==> config.mk <==
export PLATFORM = sky130hd
export DESIGN_NAME = logs_sweep_ctrl
export DESIGN_NICKNAME = d
export VERILOG_FILES = /design/src/rtl/logs_sweep_ctrl.sv
export SDC_FILE = /design/constraint.sdc
export NUM_CORES = 1
export LEC_CHECK = 0
export ABC_AREA = 1
export CAP_MARGIN = 20
export CORE_ASPECT_RATIO = 1.25
export CORE_MARGIN = 8
export CORE_UTILIZATION = 46
export CTS_CLUSTER_SIZE = 25
export DETAILED_ROUTE_END_ITERATION = 10
export GPL_TIMING_DRIVEN = 1
export PLACE_DENSITY = 0.87
export SLEW_MARGIN = 20
export SYNTH_ARGS = -nofsm -noshare
export SYNTH_HDL_FRONTEND = slang
export SYNTH_SLANG_ARGS = --single-unit
export TNS_END_PERCENT = 10
==> constraint.sdc <==
create_clock -name clk -period 1.6 [get_ports clk]
set_input_delay 0.24 -clock clk [delete_from_list [all_inputs] [get_ports clk]]
set_output_delay 0.24 -clock clk [all_outputs]
set_load 0.03 [all_outputs]
==> src/rtl/logs_sweep_ctrl.sv <==
// Sequencer that sweeps the logistic-map parameter r across a range.
// Each step lets the map settle, captures N_OSC voice values, then dwells before stepping r.
module logs_sweep_ctrl #(
    parameter int          FRAC         = 8,
    parameter int          N_OSC        = 4,
    parameter int          SETTLE_ITERS = 64,
    parameter int          DWELL        = 30000,
    parameter int unsigned R_START      = 32'h110,
    parameter int unsigned R_STEP       = 32'h001,
    parameter int unsigned R_END        = 32'h3FF,
    parameter int          LOOP         = 1,
    localparam int         IW           = (N_OSC > 1) ? $clog2(N_OSC) : 1
) (
    input  logic            clk,
    input  logic            reset,
    input  logic            start,
    input  logic            stop,
    input  logic [FRAC-1:0] x_in,
    output logic [FRAC+1:0] r_out,
    output logic            x_load,
    output logic            iter_en,
    output logic            voice_we,
    output logic [IW-1:0]   voice_idx,
    output logic [FRAC-1:0] voice_data,
    output logic            busy,
    output logic            done
);

    localparam int CMAX_A = (SETTLE_ITERS > DWELL) ? SETTLE_ITERS : DWELL;
    localparam int CMAX   = (CMAX_A > N_OSC) ? CMAX_A : N_OSC;
    localparam int CW     = $clog2(CMAX + 1);

    localparam logic [CW-1:0]   SETTLE_LAST = CW'(SETTLE_ITERS - 1);
    localparam logic [CW-1:0]   CAPTURE_LAST = CW'(N_OSC - 1);
    localparam logic [CW-1:0]   DWELL_LAST  = CW'(DWELL - 1);
    localparam logic [FRAC+1:0] START_W     = (FRAC+2)'(R_START);
    localparam logic [FRAC+2:0] STEP_W      = (FRAC+3)'(R_STEP);
    localparam logic [FRAC+2:0] END_W       = (FRAC+3)'(R_END);

    typedef enum logic [2:0] {
        S_IDLE,
        S_SEED,
        S_SETTLE,
        S_CAPTURE,
        S_DWELL,
        S_STEP
    } state_t;

    state_t          state, state_next;
    logic [CW-1:0]   cnt, cnt_next;
    logic [FRAC+1:0] r_next;
    logic            done_reg, done_next;
    logic [FRAC+2:0] r_sum;

    // One extra bit so the end-of-sweep comparison never sees a wrapped value
    assign r_sum = {1'b0, r_out} + STEP_W;

    always_ff @(posedge clk) begin
        if (reset) begin
            state    <= S_IDLE;
            cnt      <= '0;
            r_out    <= START_W;
            done_reg <= 1'b0;
        end else begin
            state    <= state_next;
            cnt      <= cnt_next;
            r_out    <= r_next;
            done_reg <= done_next;
        end
    end

    always_comb begin
        state_next = state;
        cnt_next   = cnt;
        r_next     = r_out;
        done_next  = 1'b0;
        case (state)
            S_IDLE: begin
                cnt_next = '0;
                if (start && !stop) state_next = S_SEED;
            end
            S_SEED: begin
                cnt_next   = '0;
                state_next = S_SETTLE;
            end
            S_SETTLE: begin
                if (cnt == SETTLE_LAST) begin
                    cnt_next   = '0;
                    state_next = S_CAPTURE;
                end else begin
                    cnt_next = cnt + CW'(1);
                end
            end
            S_CAPTURE: begin
                if (cnt == CAPTURE_LAST) begin
                    cnt_next   = '0;
                    state_next = S_DWELL;
                end else begin
                    cnt_next = cnt + CW'(1);
                end
            end
            S_DWELL: begin
                if (cnt == DWELL_LAST) begin
                    cnt_next   = '0;
                    state_next = S_STEP;
                end else begin
                    cnt_next = cnt + CW'(1);
                end
            end
            S_STEP: begin
                cnt_next = '0;
                if (r_sum <= END_W) begin
                    r_next     = r_sum[FRAC+1:0];
                    state_next = S_SETTLE;
                end else begin
                    r_next = START_W;
                    if (LOOP != 0) begin
                        state_next = S_SEED;
                    end else begin
                        state_next = S_IDLE;
                        done_next  = 1'b1;
                    end
                end
            end
            default: begin
                cnt_next   = '0;
                state_next = S_IDLE;
            end
        endcase
        // Abort overrides whatever the active state decided
        if (stop && state != S_IDLE) begin
            state_next = S_IDLE;
            cnt_next   = '0;
            r_next     = START_W;
            done_next  = 1'b0;
        end
    end

    assign x_load     = (state == S_SEED);
    assign iter_en    = (state == S_SETTLE) || (state == S_CAPTURE);
    assign voice_we   = (state == S_CAPTURE);
    assign voice_idx  = voice_we ? cnt[IW-1:0] : '0;
    assign voice_data = voice_we ? x_in : '0;
    assign busy       = (state != S_IDLE);
    assign done       = done_reg;

endmodule

==> key figures, run 1 <==
Final layout
  – Count of placed standard cells in the final layout, fillers left out: between 300 and 400
  – Share of final-layout standard cells stronger than drive strength 1: between 30% and 40%
  – Core utilization of the finished layout: roughly 73%
  – Post-route design area: 2750 um^2
  – Most common cell after layout, fill and taps aside: sky130_fd_sc_hd__nand2_1
  – Most frequent cells in the layout: sky130_fd_sc_hd__nand2_1 (56), sky130_fd_sc_hd__inv_1 (42), sky130_fd_sc_hd__buf_4 (32)
  – Number of nets at the end of the flow: 360
  – Area growth, synth to finish: 53.3%
  – Diodes inserted: 0

Route
  – Via-per-instance ratio: between 5 and 6
  – Post-detailed-route wirelength per cell: 13.8 um
  – Overall via count from detail_route: around 2000
  – Antenna violation net count after detailed routing: 0
  – Aggregate routed wire length: 5280 um
  – Pre-antenna DRT Iters: 4
  – Remaining design rule violation count: 0
  – Drt initial violations: 91

Floorplanning
  – Die boundary width: roughly 72 um
  – IO Count: 37
  – Die span in y: 85.8 um
  – Initial core utilization: between 40% and 50%
  – FP Rows: 25
  – Overall die area: about 6200 um^2
  – Core outline area: approximately 3800 um^2

Worst setup path
  – Critical path required time: between 1000 and 1500 ps
  – Worst setup EP type: primary output
  – Crit path launch: state[0]$_SDFFE_PP0P_
  – Crit path to: voice_data[0]
  – Cell count of the worst reg-to-reg path: 13
  – Data arrival time at the worst-slack endpoint: 1560 ps
  – Setup Crit Path Kind: reg -> out
  – Startpoint Class: register
  – Startpoint of the lowest-slack register-to-register path: r_out[1]$_SDFFE_PP0P_
  – Setup slack, reg-to-reg: -130 ps
  – Worst-path maximum fanout: 10
  – Capturing point of the worst reg2reg path: r_out[8]$_SDFFE_PP1P_

Synth
  – Number of cells produced by synthesis: 275
  – Distinct cell type count after synthesis: 32
  – Average cell area after synthesis: 6.52 um^2
  – Proportion of synthesized chip area in sequential cells: between 30 and 40%
  – Net count after synthesis: between 200 and 300
  – Flop and latch count out of synthesis: 28
  – Number of warnings issued by yosys: 0
  – Area of the mapped netlist: 1790 um^2

Clock network
  – Root cell of the clock tree: sky130_fd_sc_hd__clkbuf_8
  – CTS tree: yes
  – Clock network latency to the later pin of the worst-skew pair: ~270 ps
  – Number of hold buffers added after cts: 0
  – H-Tree Level Count: 1
  – TritonCTS sink count: 28
  – Clock transition at the registers of the reported paths: 90 ps
  – CTS Buf Count: 3
  – CTS max path bufs: 2

Global routing
  – Largest net degree at the start of global routing: 16
  – Sum of overflow across all layers after global routing: 0
  – GRT Resource Usage Total: about 16%
  – Number of global-route vias before repair: 1953
  – Global-route wire length before repair: between 8000 and 9000 um
  – Number of antenna violations at the first check in global routing: 0

Outcome
  – Outcome: complete, but fails checks
  – Failing checks: setup timing

Placement
  – Placed Cells incl. Taps: roughly 380
  – Final Wtd Congestion: between 0.9 and 1
  – Final HPWL DP: 3720 um
  – Number of buffers inserted by port buffering: 35
  – Pre-CTS setup slack: -163 ps
  – Post-placement cell area: 2490 um^2

Job
  – Max-capacitance violation count: 0

Timing
  – Clock period minus worst slack: around 1800 ps
  – Minimum hold slack: just over 500 ps
  – Ratio of final minimum period to clock period: 112%
  – Post-route worst setup slack: -196 ps
  – Post-route clock skew: between 4 and 5 ps
  – Pins over their slew limit: 0
  – Unrepaired setup endpoints after global routing: yes
  – Final Setup Violations: 29
  – Peak clock frequency supported by timing: 557 MHz
  – Hold violation total from the final report: 0

Power
  – Power density of the placed cells: 688 nW/um^2
  – IR drop worst, VDD: around 0.00060 V
  – Reported leakage power: 1.23 nW

Worst hold path
  – Worst hold path type: reg -> reg
==> sequential cells by signal, summed over array words and instances, names as in the netlist <==
name / count
r_out: 10
state: 3
cnt: 15
==> what timing repair did <==
item                       CTS  global route
gates resized for setup     40            28
setup endpoints to repair   34            40
setup buffers                2             0
pin swaps                   12            13
==> how the worst min path moves through the flow <==
stage                          startpoint  cells past startpoint               endpoint
floorplan                           reset                      2  r_out[4]$_SDFFE_PP1P_
global placement    r_out[3]$_SDFFE_PP0P_                      2  r_out[3]$_SDFFE_PP0P_
detailed placement  r_out[2]$_SDFFE_PP0P_                      2  r_out[2]$_SDFFE_PP0P_
CTS                 r_out[3]$_SDFFE_PP0P_                      2  r_out[3]$_SDFFE_PP0P_
global route        r_out[3]$_SDFFE_PP0P_                      2  r_out[3]$_SDFFE_PP0P_
finish              r_out[3]$_SDFFE_PP0P_                      2  r_out[3]$_SDFFE_PP0P_
==> layer usage <==
metal	vias to the layer above	global-route usage, %	wire length [um]
li1	992	-	-
met1	928	16.3	1900
met2	56	32.6	3050
met3	15	2.57	204
met4	0	6.15	133
met5	-	0	0
==> Yosys cell counts (all sizes together) <==
cell type | n | area [um^2]
nand2 | 72 | 290
inv | 50 | 188
nor2 | 40 | 199
dfxtp | 28 | 561
nand3 | 21 | 125
a21oi | 12 | 75.1
nor3 | 11 | 55.1
xor2 | 8 | 70.1
o21ai | 7 | 38.8
nand4 | 6 | 37.5
nor3b | 4 | 35.0
or2 | 4 | 25.0
ha | 3 | 37.5
clkbuf | 2 | 7.51
o21bai | 2 | 15.0
buf | 1 | 7.51
conb | 1 | 3.75
nor4 | 1 | 6.26
o2111ai | 1 | 8.76
xnor2 | 1 | 8.76
==> cell type report <==
type,count,area (um^2)
sequential,28,577
clock inverter,1,3.75
fill,272,1000
tap,40,50.0
multi-input combinational,194,1270
clock buffer,3,41.3
timing repair buffer,68,614
inverter,50,195
==> critical path, stage by stage (launching register included) <==
cell	delay [ps]
sky130_fd_sc_hd__dfxtp_1	360
sky130_fd_sc_hd__buf_4	140
sky130_fd_sc_hd__inv_1	120
sky130_fd_sc_hd__nor2_4	190
sky130_fd_sc_hd__inv_2	80
sky130_fd_sc_hd__buf_12	160
sky130_fd_sc_hd__nor2_4	110
sky130_fd_sc_hd__buf_6	130
==> per-stage QoR <==
step | power, mW | TNS [ps]
3_5_place_dp | 1.48 | -1610
5_1_grt | 2.00 | -6750
3_3_place_gp | 1.46 | -465
6_report | 1.89 | -3300
2_1_floorplan | 1.21 | -988
4_1_cts | 1.85 | -2030
==> where the power goes <==
group | switching (mW) | internal (mW)
clock network | 0.216 | 0.172
logic | 0.481 | 0.285
registers | 0.0198 | 0.720
==> cell families after synthesis <==
family,synth area share [%]
XOR/XNOR,4.39
AO/OA/AOI/OAI,7.67
adder cells (fa/ha/maj),2.09
AND/OR/NAND/NOR,43.1
flip-flops,31.2
buffers and inverters,11.3
other,0.209
No activity file was read; power rests on OpenSTA's default activity.
==> run 2, diff against run 1 <==
CAP_MARGIN = 25   (was 20)
CORE_UTILIZATION = 39   (was 46)
PLACE_DENSITY = 0.77   (was 0.87)
==> key figures, run 2 (synthesis gave the netlist of run 1 again) <==
Global routing
  – Met3 usage in global routing: 2.54%
  – GRT Resource Usage Total: 13.4%
  – Global-route wire length before repair: 8000 um
  – Number of global-route vias before repair: ~1800
  – Number of antenna violations at the first check in global routing: 0
  – Met2 Track Usage GR: roughly a quarter
  – Largest net degree at the start of global routing: 17
  – Global Route met1 Usage: 14.1%
  – Most Crowded Layer GR: met2
  – Sum of overflow across all layers after global routing: 0

Worst setup path
  – Critical path buffer and inverter count: 1
  – CP Cell Sequence: buf_6 -> nand3_4 -> nor2_4 -> nand2_2 -> o21ai_2 -> nor2_1 -> nand2_1 -> nand3_2 -> or2_1 -> a21oi_2
  – Setup slack, reg-to-reg: -130 ps
  – Crit path launch: r_out[0]$_SDFFE_PP0P_
  – Worst setup EP type: register
  – Capturing point of the worst reg2reg path: r_out[7]$_SDFFE_PP0P_
  – Cell count of the worst reg-to-reg path: 10
  – Startpoint Class: register
  – Critical-path top delay cell: sky130_fd_sc_hd__dfxtp_4
  – Worst-path maximum fanout: 4
  – Startpoint of the lowest-slack register-to-register path: r_out[0]$_SDFFE_PP0P_
  – Critical path required time: between 1500 and 2000 ps
  – Delay-heaviest family, CP: simple AND/OR/NAND/NOR gates
  – Slowest cell delay on critical path: about 400 ps
  – Setup Crit Path Kind: reg -> reg
  – Data arrival time at the worst-slack endpoint: a little under 2000 ps

Timing
  – Post-route clock skew: 5.06 ps
  – Peak clock frequency supported by timing: about 580 MHz
  – Setup TNS: -1670 ps
  – Minimum hold slack: 505 ps
  – Pins over their slew limit: 0
  – Clock period minus worst slack: 1730 ps
  – Hold violation total from the final report: 0
  – Final Setup Violations: 24
  – Ratio of final minimum period to clock period: 108%
  – Unrepaired setup endpoints after global routing: yes
  – Worst relative slew slack: ~67%
  – Slew at the pin with the worst max-slew slack: 496 ps
  – Post-route worst setup slack: -135 ps

Clock network
  – Clock transition at the registers of the reported paths: ~100 ps
  – Root cell of the clock tree: sky130_fd_sc_hd__clkbuf_8
  – CTS max path bufs: 2
  – CTS Buf Count: 3
  – TritonCTS sink count: 28
  – CTS tree: yes
  – H-Tree Level Count: 1
  – Clock network latency to the later pin of the worst-skew pair: between 200 and 300 ps
  – Number of hold buffers added after cts: 0

Route
  – Pre-antenna DRT Iters: 4
  – Drt initial violations: between 100 and 150
  – Remaining design rule violation count: 0
  – Post-detailed-route wirelength per cell: between 10 and 15 um
  – Aggregate routed wire length: between 4000 and 5000 um
  – Overall via count from detail_route: ~1900
  – Antenna violation net count after detailed routing: 0
  – Via-per-instance ratio: around 4.6

Final layout
  – Number of nets at the end of the flow: between 300 and 400
  – Diodes inserted: 0
  – Post-route design area: between 2000 and 3000 um^2
  – Fill count: ~400
  – Biggest registers after layout: cnt: 15 flops, r_out: 10 flops, state: 3 flops
  – Most common cell after layout, fill and taps aside: sky130_fd_sc_hd__nand2_1
  – Share of final-layout standard cells stronger than drive strength 1: 38.0%
  – Core utilization of the finished layout: approximately 64%
  – Area growth, synth to finish: 58.1%
  – Register with the highest flop count: cnt
  – Number of flip-flops under the largest register name: 15
  – Most frequent cells in the layout: sky130_fd_sc_hd__nand2_1 (61), sky130_fd_sc_hd__inv_1 (41), sky130_fd_sc_hd__buf_4 (35)

Placement
  – Post-placement cell area: approximately 2500 um^2
  – Final HPWL DP: between 3000 and 4000 um
  – Number of buffers inserted by port buffering: 35
  – Final Wtd Congestion: just over 0.8

Floorplanning
  – FP Rows: 27
  – Initial core utilization: roughly two fifths
  – Die span in y: 91.8 um
  – Die boundary width: 76.7 um
  – IO Count: 37
  – Overall die area: 7040 um^2
  – Core outline area: approximately 4400 um^2

Outcome
  – Failing checks: setup timing
  – Outcome: complete, but fails checks

Worst hold path
  – HP Start: r_out[5]$_SDFFE_PP0P_
  – Worst Hold End: r_out[5]$_SDFFE_PP0P_
  – Hold-critical path depth: 2
  – Worst hold path type: reg -> reg

Power
  – Switching power as a share of total power: a little over a third
  – Portion of total power attributed to the clock network: about a quarter
  – Combinational cell fraction of total power: between 30% and 40%
  – Reported leakage power: about 1.3 nW
  – IR drop worst, VDD: approximately 0.00061 V
  – Sequential power share: 35.9%
  – Net switching component of the power: between 0.7 and 0.8 mW
  – Int Power: between 1 and 1.5 mW
  – Power density of the placed cells: ~730 nW/um^2

Job
  – Max-capacitance violation count: 0
run 2: cell count changes in the layout (fill, tap and decap cells not counted), sizes merged:
cell,delta
clkinv,-1
dlygate4sd2,-2
clkinvlp,+1
clkdlybuf4s15,+1
buf,+6
inv,-1
clkbuf,+2
run 2: routing by layer:
layer | share of wire (%) | wire (um) | vias up
li1 | - | - | 1009
met1 | 40 | 1930 | 832
met2 | 55 | 2620 | 30
met3 | 3.2 | 153 | 9
met4 | 1.7 | 80 | 0
met5 | 0 | 0 | -
run 2: how the worst max path moves through the flow:
| stage | endpoint | slack [ps] | cells past startpoint |
|---|---|---|---|
| 3_3_place_gp | r_out[1]$_SDFFE_PP0P_ | -90 | 12 |
| 4_1_cts | r_out[7]$_SDFFE_PP0P_ | -120 | 12 |
| 5_1_grt | r_out[5]$_SDFFE_PP0P_ | -270 | 11 |
| 2_1_floorplan | voice_data[0] | -70 | 7 |
| 6_report | r_out[7]$_SDFFE_PP0P_ | -130 | 10 |
| 3_5_place_dp | r_out[4]$_SDFFE_PP1P_ | -130 | 14 |
run 2: repair_timing:
action	4_1_cts	5_1_grt
setup endpoints to repair	49	38
pin swaps	3	12
resized for setup	40	28
buffers inserted	4	2
run 2: cell type report:
type	instances	area, um^2	share of cell area, %
Tap cell	58	72.6	2.56
Multi-Input combinational cell	194	1250	44.1
Timing Repair Buffer	74	669	23.6
Clock buffer	4	66.3	2.34
Inverter	50	196	6.93
Sequential cell	28	581	20.5
run 2: stage by stage:
| stage | worst slack [ps] | std cells | total power [mW] |
|---|---|---|---|
| after CTS | -121 | 406 | 2.06 |
| final | -135 | 408 | 2.07 |
| after floorplan | -68.6 | 275 | 1.21 |
| after detailed placement | -130 | 398 | 1.49 |
| after global placement | -88.6 | 398 | 1.48 |
| after global routing | -274 | 408 | 2.19 |
run 2: power groups by stage:
stage / Clock (mW) / Sequential, mW / Combinational, mW
2_1_floorplan: 0 / 0.762 / 0.452
3_3_place_gp: 0 / 0.753 / 0.726
3_5_place_dp: 0 / 0.755 / 0.734
4_1_cts: 0.525 / 0.744 / 0.795
5_1_grt: 0.554 / 0.748 / 0.890
6_report: 0.503 / 0.743 / 0.822
run 2: tightest hold or removal path, delay by kind of cell, from the launching register on:
kind               cells  cell delay [ps]
AOI/OAI and AO/OA      1               50
DFF                    1              350
and+or+nand+nor        1               80
